## src/rtl/sar_pkg.sv

```systemverilog
// Shared definitions for the SAR conversion controller: FSM state encoding,
// default parameter values and the phase-timer width helper.
package sar_pkg;

  localparam int SAR_N_BITS_DEF        = 10;
  localparam int SAR_SAMPLE_CYCLES_DEF = 4;
  localparam int SAR_SETTLE_CYCLES_DEF = 2;

  typedef enum logic [1:0] {
    S_IDLE   = 2'd0,
    S_SAMPLE = 2'd1,
    S_TRIAL  = 2'd2,
    S_DONE   = 2'd3
  } sar_state_e;

  // Width of the shared phase timer: it must hold the longer of the two
  // phase lengths.
  function automatic int sar_timer_width(input int sample_cycles, input int settle_cycles);
    int longest;
    longest = (sample_cycles > settle_cycles) ? sample_cycles : settle_cycles;
    return $clog2(longest + 1);
  endfunction

endpackage

```

## src/rtl/sar_phase_timer.sv

```systemverilog
// Loadable down-counter shared by the SAMPLE and TRIAL phases. Loading a
// value V makes expire pulse V+1 cycles later (load of 0 -> expire in the
// very next cycle). expire is a single-cycle pulse per load.
module sar_phase_timer #(
  parameter int TW = 3
) (
  input  logic          clk,
  input  logic          reset,
  input  logic          load,
  input  logic [TW-1:0] load_value,
  output logic          expire
);

  logic [TW-1:0] r_count;
  logic          r_active;

  assign expire = r_active && (r_count == {TW{1'b0}});

  // Count down from the loaded value; disarm once the count reaches zero.
  always_ff @(posedge clk or negedge reset) begin
    if (!reset) begin
      r_count  <= {TW{1'b0}};
      r_active <= 1'b0;
    end else if (load) begin
      r_count  <= load_value;
      r_active <= 1'b1;
    end else if (r_active) begin
      if (r_count == {TW{1'b0}}) begin
        r_active <= 1'b0;
      end else begin
        r_count <= r_count - {{(TW-1){1'b0}}, 1'b1};
      end
    end else begin
      r_count  <= r_count;
      r_active <= r_active;
    end
  end

endmodule

```

## src/rtl/sar_conversion_controller.sv

```systemverilog
// Successive-approximation conversion controller: track phase, then one
// binary-search trial per bit (MSB first), then a one-cycle done strobe.
// All outputs are registered from next-state values so they change
// cleanly on the clock edge.
module sar_conversion_controller
  import sar_pkg::*;
#(
  parameter int N_BITS        = SAR_N_BITS_DEF,
  parameter int SAMPLE_CYCLES = SAR_SAMPLE_CYCLES_DEF,
  parameter int SETTLE_CYCLES = SAR_SETTLE_CYCLES_DEF
) (
  input  logic              clk,
  input  logic              reset,
  input  logic              start,
  input  logic              abort,
  input  logic              cmp_in,
  output logic              sample,
  output logic [N_BITS-1:0] dac_code,
  output logic              busy,
  output logic              done,
  output logic [N_BITS-1:0] result
);

  localparam int TW = sar_timer_width(SAMPLE_CYCLES, SETTLE_CYCLES);
  localparam int IW = (N_BITS > 1) ? $clog2(N_BITS) : 1;

  localparam logic [TW-1:0] SAMPLE_LOAD = TW'(SAMPLE_CYCLES - 1);
  localparam logic [TW-1:0] SETTLE_LOAD = TW'(SETTLE_CYCLES - 1);
  localparam logic [IW-1:0] IDX_MSB     = IW'(N_BITS - 1);
  localparam logic [IW-1:0] IDX_ZERO    = IW'(0);
  localparam logic [IW-1:0] IDX_ONE     = IW'(1);

  sar_state_e        r_state;
  sar_state_e        w_state_nxt;
  logic [IW-1:0]     r_bit_idx;
  logic [IW-1:0]     w_bit_idx_nxt;
  logic [N_BITS-1:0] r_code;
  logic [N_BITS-1:0] w_code_nxt;
  logic [N_BITS-1:0] w_code_decided;
  logic [N_BITS-1:0] r_result;
  logic [N_BITS-1:0] w_result_nxt;
  logic              r_sample;
  logic              r_busy;
  logic              r_done;
  logic              w_sample_nxt;
  logic              w_busy_nxt;
  logic              w_done_nxt;
  logic              w_abort_hit;
  logic              w_tmr_load;
  logic [TW-1:0]     w_tmr_value;
  logic              w_tmr_expire;

  assign w_abort_hit = abort && (r_state != S_IDLE);

  sar_phase_timer #(
    .TW (TW)
  ) u_phase_timer (
    .clk        (clk),
    .reset      (reset),
    .load       (w_tmr_load),
    .load_value (w_tmr_value),
    .expire     (w_tmr_expire)
  );

  // State register.
  always_ff @(posedge clk or negedge reset) begin
    if (!reset) begin
      r_state <= S_IDLE;
    end else begin
      r_state <= w_state_nxt;
    end
  end

  // Next-state logic; abort overrides every other transition.
  always_comb begin
    w_state_nxt = r_state;
    if (w_abort_hit) begin
      w_state_nxt = S_IDLE;
    end else begin
      case (r_state)
        S_IDLE: begin
          if (start) w_state_nxt = S_SAMPLE;
          else       w_state_nxt = S_IDLE;
        end
        S_SAMPLE: begin
          if (w_tmr_expire) w_state_nxt = S_TRIAL;
          else              w_state_nxt = S_SAMPLE;
        end
        S_TRIAL: begin
          if (w_tmr_expire && (r_bit_idx == IDX_ZERO)) w_state_nxt = S_DONE;
          else                                          w_state_nxt = S_TRIAL;
        end
        S_DONE:  w_state_nxt = S_IDLE;
        default: w_state_nxt = S_IDLE;
      endcase
    end
  end

  // Output decode from the next state, registered below.
  always_comb begin
    w_sample_nxt = (w_state_nxt == S_SAMPLE);
    w_busy_nxt   = (w_state_nxt != S_IDLE);
    w_done_nxt   = (w_state_nxt == S_DONE);
  end

  // Trial datapath: decide the current bit, arm the next one, load the timer.
  always_comb begin
    w_code_nxt     = r_code;
    w_bit_idx_nxt  = r_bit_idx;
    w_result_nxt   = r_result;
    w_tmr_load     = 1'b0;
    w_tmr_value    = {TW{1'b0}};
    // Current bit survives only if the comparator says input >= DAC level.
    w_code_decided = r_code;
    w_code_decided[r_bit_idx] = r_code[r_bit_idx] & cmp_in;
    if (w_abort_hit) begin
      w_code_nxt    = {N_BITS{1'b0}};
      w_bit_idx_nxt = IDX_MSB;
    end else begin
      case (r_state)
        S_IDLE: begin
          if (start) begin
            w_code_nxt    = {N_BITS{1'b0}};
            w_bit_idx_nxt = IDX_MSB;
            w_tmr_load    = 1'b1;
            w_tmr_value   = SAMPLE_LOAD;
          end else begin
            w_code_nxt = r_code;
          end
        end
        S_SAMPLE: begin
          if (w_tmr_expire) begin
            w_code_nxt             = {N_BITS{1'b0}};
            w_code_nxt[N_BITS-1]   = 1'b1;
            w_bit_idx_nxt          = IDX_MSB;
            w_tmr_load             = 1'b1;
            w_tmr_value            = SETTLE_LOAD;
          end else begin
            w_code_nxt = r_code;
          end
        end
        S_TRIAL: begin
          if (w_tmr_expire) begin
            w_code_nxt = w_code_decided;
            if (r_bit_idx != IDX_ZERO) begin
              w_code_nxt[r_bit_idx - IDX_ONE] = 1'b1;
              w_bit_idx_nxt = r_bit_idx - IDX_ONE;
              w_tmr_load    = 1'b1;
              w_tmr_value   = SETTLE_LOAD;
            end else begin
              w_result_nxt = w_code_decided;
            end
          end else begin
            w_code_nxt = r_code;
          end
        end
        S_DONE: begin
          w_code_nxt    = r_code;
          w_bit_idx_nxt = IDX_MSB;
        end
        default: begin
          w_code_nxt    = {N_BITS{1'b0}};
          w_bit_idx_nxt = IDX_MSB;
        end
      endcase
    end
  end

  // Datapath and output registers.
  always_ff @(posedge clk or negedge reset) begin
    if (!reset) begin
      r_bit_idx <= IDX_MSB;
      r_code    <= {N_BITS{1'b0}};
      r_result  <= {N_BITS{1'b0}};
      r_sample  <= 1'b0;
      r_busy    <= 1'b0;
      r_done    <= 1'b0;
    end else begin
      r_bit_idx <= w_bit_idx_nxt;
      r_code    <= w_code_nxt;
      r_result  <= w_result_nxt;
      r_sample  <= w_sample_nxt;
      r_busy    <= w_busy_nxt;
      r_done    <= w_done_nxt;
    end
  end

  assign sample   = r_sample;
  assign dac_code = r_code;
  assign busy     = r_busy;
  assign done     = r_done;
  assign result   = r_result;

endmodule

```

## config.mk

```make
export PLATFORM = sky130hd
export DESIGN_NAME = sar_conversion_controller
export DESIGN_NICKNAME = d
export VERILOG_FILES = /design/src/rtl/sar_pkg.sv /design/src/rtl/sar_phase_timer.sv /design/src/rtl/sar_conversion_controller.sv
export SDC_FILE = /design/constraint.sdc
export NUM_CORES = 1
export LEC_CHECK = 0
export CAP_MARGIN = 0
export CORE_MARGIN = 2
export CORE_UTILIZATION = 60
export CTS_BUF_LIST = sky130_fd_sc_hd__clkbuf_8
export DETAILED_ROUTE_END_ITERATION = 12
export GPL_TIMING_DRIVEN = 1
export PLACE_DENSITY = 0.91
export SETUP_SLACK_MARGIN = 0.5
export SLEW_MARGIN = 0
export SYNTH_ARGS = -nofsm -noshare
export SYNTH_HDL_FRONTEND = slang
export SYNTH_HIERARCHICAL = 1
export SYNTH_SLANG_ARGS = --single-unit
export TNS_END_PERCENT = 10
```

## constraint.sdc

```tcl
create_clock -name clk -period 3.3 [get_ports clk]
set_clock_uncertainty 0.05 [all_clocks]
set_input_delay 0.33 -clock clk [delete_from_list [all_inputs] [get_ports clk]]
set_output_delay 0.33 -clock clk [all_outputs]
set_load 0.005 [all_outputs]
```

==> After elaboration in Yosys (flattened, before gate mapping) <==
Cells that the tools add are included.
W data, S select, Z words.
{ "op_classes": {"n_eq_ne": 11, "n_bitwise": 4, "n_lt_le_gt_ge": 4, "addsub": 2, "n_reduce_logical": 16, "n_mux": 42} }
{ "ops": {"columns": ["cell", "n"], "rows": [
  ["$mux W10", 5],
  ["$pmux W10 S3", 1],
  ["$mux W4", 5],
  ["$mux W1", 16],
  ["$pmux W4 S4", 1],
  ["$ne A3 B3 Y1 const B", 4],
  ["$reduce_and A4 Y1", 3],
  ["$bwmux W10", 1],
  ["$lt A4 B5 Y1 const B", 2],
  ["$or A10 B10 Y10", 1],
  ["$mux W3", 3],
  ["$demux W1 S4", 2],
  ["$ge A4 B1 Y1 const B", 2],
  ["$mux W2", 4],
  ["$pmux W2 S4", 1],
  ["$eq A2 B2 Y1 const B", 3],
  ["$pmux W2 S3", 1],
  ["$reduce_bool A2 Y1", 3],
  ["$logic_and A1 B1 Y1", 5],
  ["$bmux W1 S4", 1],
  ["$eq A2 B1 Y1 const B", 2],
  ["$logic_not A4 Y1", 1],
  ["$reduce_bool A4 Y1", 1],
  ["$sub A4 B1 Y4 const B", 1],
  ["other kinds (9)", 10]
]} }
{ "word_totals": {"reg_bits": 33, "out_inout_bits": 23, "wordCells": 88, "in_bits": 5} }

==> Logic depth before layout (Yosys ltp) <==
{ "depth": {"ltp_word": 10, "depth_mapped": 12} }

==> Cells and area by module <==
The synthesis kept the hierarchy.
{ "modules_own_cells": {"columns": ["module", "n_inst", "cells_each", "area_per_inst_um2"], "rows": [
  ["sar_conversion_controller", 1, 223, 1999.4],
  ["sar_phase_timer", 1, 27, 241.5]
]} }

==> Least setup slack after synthesis <==
No wires, ideal clock.
{ "synth_timing": {"kind": "reg2reg", "from": "register r_bit_idx[0]", "to": "register u_phase_timer.r_count[0]", "stages_incl_launch_ff": 13, "n_path_buf": 2, "required_time_ns": 3.126, "arrival_time_ns": 2.094, "setup_slack_ns": 1.032, "synth_period_minus_slack_ns": 2.268, "cell_sequence": "dfstp_2 -> buf_6 -> inv_1 -> ha_1 -> nor3b_4 -> nor2b_1 -> o21a_1 -> nand2b_1 -> a21oi_1 -> clkbuf_1 -> nor2_1 -> nand3_1 -> nand3_1"} }
{ "synth_via": {"elab_chain_len": 7, "elab_cells_between_ends": 13, "cone_classes": "eq/ne (1); mux (9); reduce/logical (3)"} }
{ "synth_lines": {"columns": ["element", "line_no", "text"], "rows": [
  ["start: declaration", "sar_conversion_controller.sv:35", "logic [IW-1:0] r_bit_idx;"],
  ["start signal: assignment", "sar_conversion_controller.sv:179", "r_bit_idx <= w_bit_idx_nxt;"],
  ["$reduce_bool A4 Y1 *", "sar_conversion_controller.sv:145", "if (r_bit_idx != IDX_ZERO) begin"],
  ["$mux W1 *", "sar_conversion_controller.sv:145", null],
  ["$mux W1 *", "sar_conversion_controller.sv:143", "if (w_tmr_expire) begin"],
  ["$pmux W1 S3 *", "sar_conversion_controller.sv:120", "case (r_state)"],
  ["$mux W1 *", "sar_conversion_controller.sv:116", "if (w_abort_hit) begin"],
  ["via w_tmr_load", "sar_conversion_controller.sv:49", "logic w_tmr_load;"],
  ["$ne A2 B1 Y1 (no source line) / $reduce_bool A2 Y1 (equally long branches)", null, null],
  ["$reduce_and A2 Y1 (no source line)", null, null],
  ["end signal: assignment", "sar_phase_timer.sv:25", "r_count <= load_value;"],
  ["end signal: assignment", "sar_phase_timer.sv:31", "r_count <= r_count - {{(TW-1){1'b0}}, 1'b1};"],
  ["end signal: assignment", "sar_phase_timer.sv:34", "r_count <= r_count;"],
  ["end: declaration", "sar_phase_timer.sv:14", "logic [TW-1:0] r_count;"]
]} }
Mark *: on every way through the listed nets, which the timed path passes. The rest lies on a longest branch.
A chain may end at the register's enable or synchronous reset.

==> Worst setup path in the final report <==
{ "layout_timing": {"from": "register r_bit_idx[1]", "to": "register u_phase_timer.r_count[0]"} }
The elaborated chain is that of the path after synthesis.

==> flow_summary.json <==
{
  "status": "finished clean",
  "report.final.hold_viol_count": 0,
  "hold_buffers": 0,
  "slowest_stage": "dfrtp_1",
  "setup_violations": 0,
  "io-pin-count": 28,
  "cts.path.max_buffers": 2,
  "grt_pass1_wl_mm": 8.61,
  "synthCells": 250,
  "setup.worst_path.end_class": "flop",
  "rows": 22,
  "die_w_um": 65.1,
  "grt-ovfl-total": 0,
  "drive_above_1_share": 0.101,
  "ir_drop_mv": 0.455,
  "wl_mm": 5.03,
  "cts_setup_buffers": 0,
  "startpoint_type": "flop",
  "crit_end": "u_phase_timer/r_count[0]",
  "critPathMostFrequentCell": "nand3_1",
  "hold_path_class": "primary input to asynchronous set/reset pin",
  "fp.dieArea_um2": 4240,
  "slew_viol_final": 0,
  "drt_iter0_markers": 155,
  "synth_area_um2": 2240,
  "cts_made_buffers": 5,
  "power.density_nw_per_um2": 639,
  "clockRootBuffer": "clkbuf_8",
  "remaining_drc_errors": 0,
  "cp.arrival_ns": 2.68,
  "crit-reg2reg-launch": "r_bit_idx[1]",
  "critical_path.max_fanout": 11,
  "start_util": 0.617,
  "max_stage_delay_ns": 0.68,
  "synthArstFlopShare": 1.00,
  "cts.sinks": 33,
  "grt_pass1_vias": 1852,
  "dp_hpwl_mm": 3.69,
  "ctsResizeCount": 0,
  "dr.pass1.iters": 5,
  "finalCritPeriodShare": 0.776,
  "syn2layout_area_growth_pct": 16.9,
  "routabilityCongestion": 0.973,
  "synth-simple-area-share": 0.248,
  "diodes": 0,
  "nets": 293,
  "tightest_slew_ns": 0.697,
  "io_buffers": 27,
  "fp.dieH_um": 65.1,
  "syn_area_per_cell_um2": 8.96,
  "min_period_ns": 2.56,
  "cts_tree": "yes",
  "clkLatencyLatePin_ns": 0.29,
  "r2r_end": "u_phase_timer/r_count[0]",
  "criticalPathCategory": "flop to flop",
  "vias": 1971,
  "reg2reg_setup_slack_ns": 0.74,
  "grt_max_degree": 19,
  "cp.depth": 10,
  "post_drt_wl_per_cell_um": 15.5,
  "ant_nets": 0,
  "critPathTopFamily": "flip-flops",
  "setup_tns_ns": 0,
  "yosys_most_used_dff": "dfrtp_1",
  "crit_chain": "inv_1 -> ha_1 -> nor3b_4 -> nor2b_1 -> o21a_1 -> o21ai_1 -> a21oi_2 -> nor2_1 -> nand3_1 -> nand3_1",
  "cellLeakagePower_nw": 1.12,
  "fmaxAchievable_ghz": 0.390,
  "relSlewSlack": 0.534,
  "cap_viol_max_count": 0,
  "crit_start": "r_bit_idx[1]",
  "core_area_um2": 3630,
  "path_clk_slew_ns": 0.07,
  "ys_warn_count": 6,
  "ys_seq_elements": 33,
  "syn-num-nets": 268,
  "viasPerCell": 6.08,
  "synthAdderAreaFrac": 0.0726,
  "finalPower_mw": 1.67,
  "antenna_found_initial": 0,
  "synth-xor-area-share": 0,
  "yosysSeqAreaShare": 0.370,
  "cp_data_required_time_ns": 3.42,
  "synthDistinctLibCells": 54,
  "crit_buf_inv": 1,
  "reg2reg_depth": 10,
  "htree_levels": 2,
  "grt_use_total": 0.263,
  "synth_compound_area_frac": 0.211,
  "synth_edf_count": 0,
  "synth_top_family_by_area": "simple AND/OR/NAND/NOR gates",
  "synthMuxAreaShare": 0.0447,
  "grt_setup_unrepaired": "no"
}
stage by stage:
stage	std cells	setup slack (ns)	hold WS (ns)	area, um^2	utilization
2_1_floorplan	250	1.03	-0.0156	2240	-
3_3_place_gp	316	0.776	0.400	2510	0.692
3_5_place_dp	316	0.621	0.408	2510	0.692
4_1_cts	324	0.580	0.423	2620	0.720
5_1_grt	324	0.500	0.448	2620	0.721
6_report	324	0.738	0.414	2620	0.721
layout make-up:
cell class,instances,area (um^2)
clock inverter,1,5.00
timing repair buffer,29,285
tap,48,60.1
multi-input combinational,194,1300
fill,273,1010
inverter,12,45.0
clock buffer,7,96.3
sequential,33,828
cell usage after synthesis (2+ instances only):
| master | count | area (um^2) |
|---|---|---|
| o21a_1 | 3 | 22.5 |
| nor2b_1 | 8 | 50.1 |
| and2b_1 | 2 | 15.0 |
| a22oi_1 | 3 | 22.5 |
| nand2_1 | 36 | 135 |
| clkbuf_1 | 3 | 11.3 |
| o21ai_0 | 10 | 50.1 |
| o21ai_1 | 15 | 75.1 |
| o22ai_1 | 4 | 25.0 |
| o31ai_1 | 2 | 15.0 |
| a21oi_1 | 13 | 65.1 |
| a21o_1 | 2 | 15.0 |
| nor2_1 | 19 | 71.3 |
| buf_4 | 3 | 22.5 |
| buf_6 | 2 | 22.5 |
| dfstp_2 | 2 | 52.6 |
| a2bb2oi_1 | 3 | 26.3 |
| dfrtp_1 | 31 | 776 |
| nand2b_1 | 3 | 18.8 |
| nand4_2 | 2 | 25.0 |
| ha_1 | 13 | 163 |
| buf_2 | 2 | 10.0 |
| nand4_1 | 3 | 18.8 |
| o2bb2ai_1 | 2 | 17.5 |
| nand3_1 | 15 | 75.1 |
| mux2i_1 | 10 | 100 |
| inv_1 | 12 | 45.0 |
worst register-to-register path, stage by stage, from the launching register on:
cell and delay (ns):
dfrtp_1 0.68, inv_1 0.22, ha_1 0.33, nor3b_4 0.21
nor2b_1 0.15, o21a_1 0.14, o21ai_1 0.07, a21oi_2 0.34
nor2_1 0.09, nand3_1 0.09, nand3_1 0.07
layout by cell type (no fill, tap or decap), types with 4 or more instances in the layout:
cell	Yosys	routed
o22ai_1	4	4
o21ai_0	10	10
nor2_1	19	19
inv_1	12	12
o21ai_1	15	15
mux2i_1	10	10
nand3_1	15	15
nor2b_1	8	8
clkbuf_8	0	7
a21oi_1	13	12
clkdlybuf4s50_1	0	27
nand2_1	36	36
dfrtp_1	31	31
ha_1	13	13
kinds of logic (layout without fill, tap and decap cells):
group,count (synthesis),after routing
fa+ha+maj,13,13
simple gates,101,101
flops,33,33
other cells,1,1
compound gates,69,69
mux,10,10
buf+inv,23,49
registers in the layout, indices dropped and copies added, names as in the netlist:
register / flops
u_phase_timer/r_count: 3
done: 1
r_bit_idx: 4
u_phase_timer/r_active: 1
busy: 1
r_state: 2
sample: 1
dac_code: 10
result: 10
how the worst min path moves through the flow:
| stage | start | endpoint | slack, ns | cells after the start |
|---|---|---|---|---|
| 2_1_floorplan | reset | busy | -0.02 | 0 |
| 3_3_place_gp | result[7] | result[7] | 0.40 | 2 |
| 3_5_place_dp | result[4] | result[4] | 0.41 | 2 |
| 4_1_cts | result[4] | result[4] | 0.42 | 2 |
| 5_1_grt | result[4] | result[4] | 0.45 | 2 |
| 6_report | reset | busy | 0.41 | 1 |
where the power goes:
| part | switching [mW] | internal, mW | leakage [nW] |
|---|---|---|---|
| clock | 0.146 | 0.188 | 0.0542 |
| combinational | 0.443 | 0.338 | 0.625 |
| sequential | 0.0853 | 0.472 | 0.440 |
metal layers:
metal,GRT usage,vias to the layer above,share of wire
met5,0,-,0
met3,0.0634,13,0.081
met1,0.352,930,0.43
met2,0.414,99,0.47
li1,-,929,-
met4,0.107,0,0.019
Power figures use the tool's default switching activity.
